===== src/rtl/key_sched_ctrl_pkg.sv =====
// Shared constants, FSM state encoding and GF(2^8) helper for the AES-128 key schedule
// controller and its expansion datapath.
package key_sched_ctrl_pkg;

    localparam int unsigned NrRounds = 10;
    localparam int unsigned KeyWidth = 128;
    localparam int unsigned RndW     = 4;

    typedef enum logic [1:0] {
        StIdle,
        StReq,
        StWait,
        StDone
    } ks_state_e;

    // Multiply by x in GF(2^8), reducing by the AES polynomial on carry-out.
    function automatic logic [7:0] xtime(input logic [7:0] b);
        return {b[6:0], 1'b0} ^ (b[7] ? 8'h1b : 8'h00);
    endfunction

endpackage


===== src/rtl/key_sched_ctrl_round_key_buf.sv =====
// Round-key register file: one synchronous write port, one registered read port that
// returns zero when the read is not enabled or the address is out of range.
module key_sched_ctrl_round_key_buf #(
    parameter int unsigned Depth = 11,
    parameter int unsigned Width = 128,
    parameter int unsigned AddrW = 4
) (
    input  logic             clk_i,
    input  logic             we_i,
    input  logic [AddrW-1:0] waddr_i,
    input  logic [Width-1:0] wdata_i,
    input  logic             re_i,
    input  logic [AddrW-1:0] raddr_i,
    output logic [Width-1:0] rdata_o
);

    logic [Width-1:0] mem_q [Depth];
    logic [Width-1:0] rdata_d, rdata_q;

    always_comb begin
        rdata_d = '0;
        if (re_i && (32'(raddr_i) < Depth)) begin
            rdata_d = mem_q[raddr_i];
        end
    end

    // Storage is deliberately not reset; only the read register is cleared via re_i.
    always_ff @(posedge clk_i) begin
        if (we_i) begin
            mem_q[waddr_i] <= wdata_i;
        end
        rdata_q <= rdata_d;
    end

    assign rdata_o = rdata_q;

endmodule


===== src/rtl/key_sched_ctrl.sv =====
// AES-128 key schedule sequencer: latches the cipher key, requests one expansion per round
// from an external datapath, stores every round key and serves them by index once ready.
module key_sched_ctrl
    import key_sched_ctrl_pkg::*;
#(
    parameter int unsigned NR    = NrRounds,
    parameter int unsigned KEY_W = KeyWidth
) (
    input  logic             Clk,
    input  logic             Rst,
    input  logic             Start,
    input  logic [KEY_W-1:0] KeyIn,
    output logic             ExpValid,
    output logic [KEY_W-1:0] PrevKey,
    output logic [7:0]       Rcon,
    input  logic             NextValid,
    input  logic [KEY_W-1:0] NextKey,
    input  logic [3:0]       RoundSel,
    output logic [KEY_W-1:0] RoundKey,
    output logic             ReadyKey,
    output logic             Busy
);

    ks_state_e        state_d, state_q;
    logic [RndW-1:0]  round_d, round_q;
    logic             exp_valid_d, exp_valid_q;
    logic [KEY_W-1:0] prev_key_d, prev_key_q;
    logic [7:0]       rcon_d, rcon_q;
    logic             ready_d, ready_q;
    logic             busy_d, busy_q;

    logic             wr_en;
    logic [RndW-1:0]  wr_addr;
    logic [KEY_W-1:0] wr_data;
    logic             rd_en;

    always_comb begin
        state_d     = state_q;
        round_d     = round_q;
        exp_valid_d = 1'b0;
        prev_key_d  = prev_key_q;
        rcon_d      = rcon_q;
        wr_en       = 1'b0;
        wr_addr     = round_q;
        wr_data     = NextKey;

        unique case (state_q)
            StIdle, StDone: begin
                if (Start) begin
                    state_d     = StReq;
                    round_d     = RndW'(1);
                    exp_valid_d = 1'b1;
                    prev_key_d  = KeyIn;
                    rcon_d      = 8'h01;
                    wr_en       = 1'b1;
                    wr_addr     = '0;
                    wr_data     = KeyIn;
                end
            end
            StReq: begin
                state_d = StWait;
            end
            StWait: begin
                if (NextValid) begin
                    wr_en      = 1'b1;
                    prev_key_d = NextKey;
                    if (round_q == RndW'(NR)) begin
                        state_d = StDone;
                    end else begin
                        state_d     = StReq;
                        round_d     = round_q + RndW'(1);
                        exp_valid_d = 1'b1;
                        rcon_d      = xtime(rcon_q);
                    end
                end
            end
            default: state_d = StIdle;
        endcase

        busy_d = (state_d == StReq) || (state_d == StWait);
        // Ready one cycle after the last key lands; a restart in DONE drops it immediately.
        ready_d = (state_q == StDone) && (state_d == StDone);
        rd_en   = Rst && ready_d && (32'(RoundSel) <= NR);
    end

    always_ff @(posedge Clk) begin
        if (!Rst) begin
            state_q     <= StIdle;
            round_q     <= '0;
            exp_valid_q <= 1'b0;
            prev_key_q  <= '0;
            rcon_q      <= '0;
            ready_q     <= 1'b0;
            busy_q      <= 1'b0;
        end else begin
            state_q     <= state_d;
            round_q     <= round_d;
            exp_valid_q <= exp_valid_d;
            prev_key_q  <= prev_key_d;
            rcon_q      <= rcon_d;
            ready_q     <= ready_d;
            busy_q      <= busy_d;
        end
    end

    key_sched_ctrl_round_key_buf #(
        .Depth (NR + 1),
        .Width (KEY_W),
        .AddrW (RndW)
    ) u_buf (
        .clk_i   (Clk),
        .we_i    (Rst && wr_en),
        .waddr_i (wr_addr),
        .wdata_i (wr_data),
        .re_i    (rd_en),
        .raddr_i (RoundSel),
        .rdata_o (RoundKey)
    );

    assign ExpValid = exp_valid_q;
    assign PrevKey  = prev_key_q;
    assign Rcon     = rcon_q;
    assign ReadyKey = ready_q;
    assign Busy     = busy_q;

endmodule

===== config.mk =====
export PLATFORM = sky130hd
export DESIGN_NAME = key_sched_ctrl
export DESIGN_NICKNAME = d
export VERILOG_FILES = /design/src/rtl/key_sched_ctrl_pkg.sv /design/src/rtl/key_sched_ctrl_round_key_buf.sv /design/src/rtl/key_sched_ctrl.sv
export SDC_FILE = /design/constraint.sdc
export NUM_CORES = 2
export LEC_CHECK = 0
export CAP_MARGIN = 20
export CORE_ASPECT_RATIO = 1.5
export CORE_UTILIZATION = 40
export CTS_CLUSTER_SIZE = 16
export DETAILED_ROUTE_END_ITERATION = 10
export PLACE_DENSITY = 0.7
export SYNTH_ARGS = -nofsm -noshare
export SYNTH_HDL_FRONTEND = slang
export SYNTH_SLANG_ARGS = --single-unit

===== constraint.sdc =====
create_clock -name Clk -period 11.5 [get_ports Clk]
set_input_delay 2.3 -clock Clk [delete_from_list [all_inputs] [get_ports Clk]]
set_output_delay 2.3 -clock Clk [all_outputs]
set_load 0.01 [all_outputs]

* Word level (Yosys, flattened, before mapping)
Memories as Yosys holds them, arrays and structs flattened. A register that Yosys moved wholly into a read port is not among the register bits.
Index checks and enable logic that the tools add are counted.
** Word-level totals
- Flip-flop bits (word level) :: 145
- Latch bits :: 0
- RAM bits :: 1408
- ROM bits :: 0
- Bits of input ports :: 264
- Logic and storage cells :: 62
- Memories kept :: 1
** Operators by class
- Add/sub/neg operators :: 1
- Multipliers :: 0
- Div/mod/pow operators :: 0
- Magnitude comparators :: 2
- Equal/unequal tests :: 10
- Shift-type cells :: 0
- Muxes and demuxes :: 28
- Bitwise operators :: 1
- Reduce and logical (&&, ||, !) cells :: 12
** Memory list
- u_buf.mem_q :: depth 11, bits a word 128, rd ports 1, clocked after Yosys merged registers in 1, wr ports 1, line key_sched_ctrl_round_key_buf.sv:17 : logic [Width-1:0] mem_q [Depth];
** Operator list (count)
- two-way mux 128 bit :: 4
- case mux 128 bit (2 select lines) :: 1
- two-way mux 8 bit :: 3
- two-way mux 4 bit :: 5
- case mux 8 bit (2 select lines) :: 1
- equality test 2 bit (second input constant) :: 4
- case mux 4 bit (2 select lines) :: 1
- bitwise XOR 8 x 5 -> 8 bit :: 1
- two-way mux 1 bit :: 6
- two-way mux 2 bit :: 3
- != test 2 bit (second input constant) :: 3
- case mux 2 bit (3 select lines) :: 1
- logical AND 1 bit :: 5
- two-way mux 5 bit :: 1
- adder 4 x 1 -> 4 bit (second input constant) :: 1
- equality test 2 x 1 -> 1 bit (second input constant) :: 2
- equality test 4 bit (second input constant) :: 1
- less-or-equal comparator 4 bit (second input constant) :: 1
- < comparator 4 bit (second input constant) :: 1
- case mux 1 bit (2 select lines) :: 2
- AND reduction 4 bit :: 1
- AND reduction 3 bit :: 1
- logical NOT 2 bit :: 1
- nonzero test 2 bit :: 1
- other kinds (3) :: 3

* Logic depth before layout (Yosys ltp)
- Depth after elaboration :: 10
- Gate-level depth with buffers :: 12
- Mapped depth without buffers :: 9

* Cells and area by module
From an unflattened synthesis, not the netlist that was laid out.
** Second synthesis, totals
- Cell total of the unflattened synthesis :: 3563
- Area, all modules :: 64531.9 sq um
** By module, submodules not included
- key_sched_ctrl_round_key_buf :: instances 1, cells an instance 2741, area each 55614.6 sq um, seq. area each 44843.0 sq um
- key_sched_ctrl :: instances 1, cells an instance 822, area each 8917.3 sq um, seq. area each 2902.8 sq um

* Worst setup path after synthesis
OpenSTA, ideal clock, no wires.
- Path type :: in2reg
- Start point :: input Rst
- End point :: memory u_buf.mem_q[3][0], enable pin
- Library setup time :: 0.772 ns
- Data arrival time :: 11.627 ns
- Data required time :: 10.728 ns
- Slack :: -0.899 ns
- Stages :: 5
- Cell sequence :: buf_4 nand2b_1 a21oi_1 o21ai_0 nor3_1
** Between the ends
- Cells in the longest elaborated chain, start to end :: 3
** RTL lines
- from (decl) :: line key_sched_ctrl.sv:10 : input logic Rst,
- logical AND 1 bit :: line key_sched_ctrl.sv:112 : .we_i (Rst && wr_en),
- two-way mux 1 bit :: line key_sched_ctrl_round_key_buf.sv:29 : if (we_i) begin
- two-way mux 1 bit (implied by the code) :: line key_sched_ctrl_round_key_buf.sv:30 : mem_q[waddr_i] <= wdata_i;
- to (decl) :: line key_sched_ctrl_round_key_buf.sv:17
Every way passes these cells.

* Final worst setup path
- Start point :: input Start
- End point :: memory u_buf.mem_q[2][107], enable pin
** Between the ends
- Cells in the longest elaborated chain, start to end :: 5
- Elaborated cells between the ends (all ways) :: 7
- Classes of those cells :: 6 x mux; 1 x reduce/logical
** RTL lines
- from (decl) :: line key_sched_ctrl.sv:11 : input logic Start,
- two-way mux 1 bit :: line key_sched_ctrl.sv:49 : if (Start) begin
- case mux 1 bit (2 select lines) :: line key_sched_ctrl.sv:47 : unique case (state_q)
- logical AND 1 bit :: line key_sched_ctrl.sv:112
- two-way mux 1 bit :: line key_sched_ctrl_round_key_buf.sv:29
- two-way mux 1 bit (implied by the code) :: line key_sched_ctrl_round_key_buf.sv:30
Parallel ways exist; a longest one is shown, timed or not.

==> flow_metrics.env <==
export IMPL_worstPathBufferInverterCount=4
export IMPL_worst_setup_path_type="primary input to flop"
export IMPL_outcome="finished clean"
export IMPL_post_synth_top_count_cell="sky130_fd_sc_hd__edfxtp_1"
export IMPL_biggest_cell_delay_along_the_critical_path_ns=0.72
export IMPL_multi_input_area_um2=16200
export IMPL_finalWorstPathRequiredPeriod_ns=5.51
export IMPL_critical_path_peak_fanout=47
export IMPL_seq_area_frac_synth=0.732
export IMPL_timing_critical_path_cells="clkdlybuf4s50_1 > nand2_4 > a21oi_1 > o21ai_0 > buf_4 > nor2_4 > buf_4 > buf_4"
export IMPL_wl_um=170000
export IMPL_num_vias=37500
export IMPL_post_route_period_util=0.479
export IMPL_worst_slew_pin_slew_ns=1.06
export IMPL_floorplan_die_width_um=332
export IMPL_worst_endpoint_arrival_ns=5.92
export IMPL_number_of_clock_sinks=1681
export IMPL_grt_max_degree=160
export IMPL_rsz_0062_raised_after_global_routing="false"
export IMPL_max_cap_violations=0
export IMPL_cts_clk_slew_worst_paths_ns=0.06
export IMPL_final_core_util=0.480
export IMPL_rows=181
export IMPL_initialDrtViolationCount=3007
export IMPL_yosys_area_top_type_share=0.649
export IMPL_timing_final_setup_violations=0
export IMPL_floorplan_io_pins=531
export IMPL_number_of_fill_cells_in_the_layout=13500
export IMPL_avgSynthCellArea_um2=15.8
export IMPL_post_synth_most_frequent_cells="sky130_fd_sc_hd__edfxtp_1 (1408), sky130_fd_sc_hd__nand2_1 (526), sky130_fd_sc_hd__mux2_2 (422)"
export IMPL_post_route_cells_drive_above_1_share=0.160
export IMPL_number_of_distinct_library_cells_after_synthesis=35
export IMPL_number_of_enable_flip_flop_cells_after_synthesis=1408
export IMPL_die_area_um2=165000
export IMPL_clk_latency_ns=0.80
export IMPL_global_route_usage_total=0.202
export IMPL_cp_common_cell="sky130_fd_sc_hd__buf_4"
export IMPL_tritoncts_num_buffers=159
export IMPL_root_driver="sky130_fd_sc_hd__clkbuf_16"
export IMPL_netlist_top_cell_by_area="sky130_fd_sc_hd__edfxtp_1"
export IMPL_post_synth_main_area_contributors="sky130_fd_sc_hd__edfxtp_1 (65%), sky130_fd_sc_hd__dfxtp_1 (8.4%), sky130_fd_sc_hd__mux2_2 (7.3%)"
export IMPL_synth_yosys_warnings=0
export IMPL_leakage_nw=27.0
export IMPL_die_y_um=496
export IMPL_hold_buffers=0
export IMPL_max_slew_margin_rel=0.296
export IMPL_hold_slack_ns=0.496
export IMPL_first_global_vias=38400
export IMPL_ctsResizeCount=0
export IMPL_maximum_ir_drop_on_the_vdd_rail_mv=0.277
export IMPL_synthesis_area_um2=65200
export IMPL_design_core_area_um2=162000
export IMPL_report_final_hold_viol_count=0
export IMPL_fmaxAchievable_mhz=181
export IMPL_gpl_final_weighted_congestion=0.766
export IMPL_report_final_slew_viol_count=0
export IMPL_synth_top_flop_cell="sky130_fd_sc_hd__edfxtp_1"
export IMPL_summed_area_of_non_filler_cells_in_the_final_layout_um2=77800
export IMPL_drt_antenna_violating_nets=0
export IMPL_hp_class="flop to flop"
export IMPL_fin_skew_ns=0.0229
export IMPL_h_tree_levels=4
export IMPL_detail_route_vias_per_cell=5.48
export IMPL_crit_path_top_delay_cell="sky130_fd_sc_hd__buf_4"
export IMPL_clock_tree_buffer_depth=3
export IMPL_numPlacedInstances=6539
export IMPL_pwr_density_cell_nw_per_um2=207
export IMPL_initial_core_util=0.403
export IMPL_hpwl_um=97800
export IMPL_timing_setup_tns_ns=0
export IMPL_cpLargestDelayFamily="buffers and inverters"
export IMPL_area_growth_synth_to_final_pct=19.3
export IMPL_number_of_detailed_route_iterations_in_the_first_pass=7
export IMPL_regArea_um2=47700
export IMPL_synth_ff_latch_count=1681
export IMPL_avgRoutedWirePerCell_um=24.8
export IMPL_post_synth_inst_count=4114
export IMPL_finalNonFillerCells=6843
export IMPL_io_buffers=530
export IMPL_synthesis_nets=4385
export IMPL_dpl_cell_area_um2=72400
export IMPL_grt_remaining_overflow=0
export IMPL_synthArstFlopShare=0
export IMPL_remaining_drc_errors=0
export IMPL_timing_critical_path_from_type="primary input"
export IMPL_post_cts_repair_setup_buffers=0
export IMPL_fin_nets=4868
export IMPL_tritoncts="built"
export IMPL_number_of_antenna_violations_at_the_first_check_in_global_routing=12
export IMPL_endpoint_kind="flop"
export IMPL_worst_endpoint_required_ns=11.91
export IMPL_wire_length_of_the_first_global_routing_pass_um=248000
area by class of cell:
| cell class | instances | share of cell area |
|---|---|---|
| Clock inverter | 76 | 0.0111 |
| Sequential cell | 1681 | 0.614 |
| Clock buffer | 220 | 0.0569 |
| Inverter | 4 | 0.000193 |
| Timing Repair Buffer | 600 | 0.0759 |
| Multi-Input combinational cell | 2151 | 0.208 |
| Tap cell | 2104 | 0.0339 |
| Antenna cell | 7 | 0.000225 |
logic make-up (layout without fill, tap and decap cells):
logic type      count (synthesis)  count (layout)  synth area share
compound gates                661             661            0.0734
xor+xnor                        4               4          0.000537
fa+ha+maj                       7               7           0.00134
buf+inv                       282             900            0.0219
flops                        1681            1681             0.732
mux                           770             770             0.128
other cells                     0               7                 0
simple gates                  709             709            0.0423
flip-flops by register name, indices dropped and copies added (netlist names):
signal         count
Busy               1
ExpValid           1
PrevKey          128
Rcon               8
ReadyKey           1
round_q            4
state_q            2
u_buf.mem_q     1408
u_buf.rdata_o    128
worst paths after layout:
check	startpoint	to	slack [ns]	cells past startpoint
max	Start	u_buf.mem_q[2][107]$_DFFE_PP_	5.99	8
min	PrevKey[91]$_SDFFE_PN0P_	PrevKey[91]$_SDFFE_PN0P_	0.50	1
max reg2reg	state_q[0]$_SDFF_PN0_	u_buf.rdata_o[76]$_SDFF_PN0_	7.09	11
min reg2reg	PrevKey[91]$_SDFFE_PN0P_	PrevKey[91]$_SDFFE_PN0P_	0.50	1
power by group:
group | internal [W] | leakage, nW | switching [W]
clock | 0.00302 | 2.57 | 0.00229
sequential | 0.00754 | 15.0 | 0.000140
combinational | 0.00103 | 9.48 | 0.00207
total | 0.0116 | 27.0 | 0.00450
metal layers:
| layer | up-vias | share of wire | track usage |
|---|---|---|---|
| li1 | 16800 | - | - |
| met4 | 6 | 0.023 | 0.0629 |
| met3 | 238 | 0.065 | 0.0350 |
| met1 | 19000 | 0.41 | 0.252 |
| met2 | 1365 | 0.50 | 0.356 |
| met5 | - | 0.00022 | 0 |
stage by stage:
stage	total power (W)	setup WS, ns
finish	0.0161	5.99
global route	0.0167	5.83
CTS	0.0162	5.90
detailed placement	0.0109	5.05
global placement	0.0108	5.10
floorplan	0.00960	2.61
cell usage in the layout, fill, tap and decap left out, types with 11 or more instances in the layout:
master	count
sky130_fd_sc_hd__o32ai_1	128
sky130_fd_sc_hd__mux2_2	422
sky130_fd_sc_hd__a21oi_1	131
sky130_fd_sc_hd__dfxtp_1	273
sky130_fd_sc_hd__clkbuf_16	163
sky130_fd_sc_hd__clkbuf_8	13
sky130_fd_sc_hd__clkinv_2	21
sky130_fd_sc_hd__mux2_1	91
sky130_fd_sc_hd__clkinv_1	11
sky130_fd_sc_hd__nand2_1	524
sky130_fd_sc_hd__clkbuf_1	44
sky130_fd_sc_hd__nor2_1	134
sky130_fd_sc_hd__edfxtp_1	1408
sky130_fd_sc_hd__bufinv_16	13
sky130_fd_sc_hd__o22ai_1	256
sky130_fd_sc_hd__o211a_1	128
sky130_fd_sc_hd__mux2i_1	257
sky130_fd_sc_hd__buf_4	66
sky130_fd_sc_hd__clkdlybuf4s50_1	527
Power figures use the tool's default switching activity.
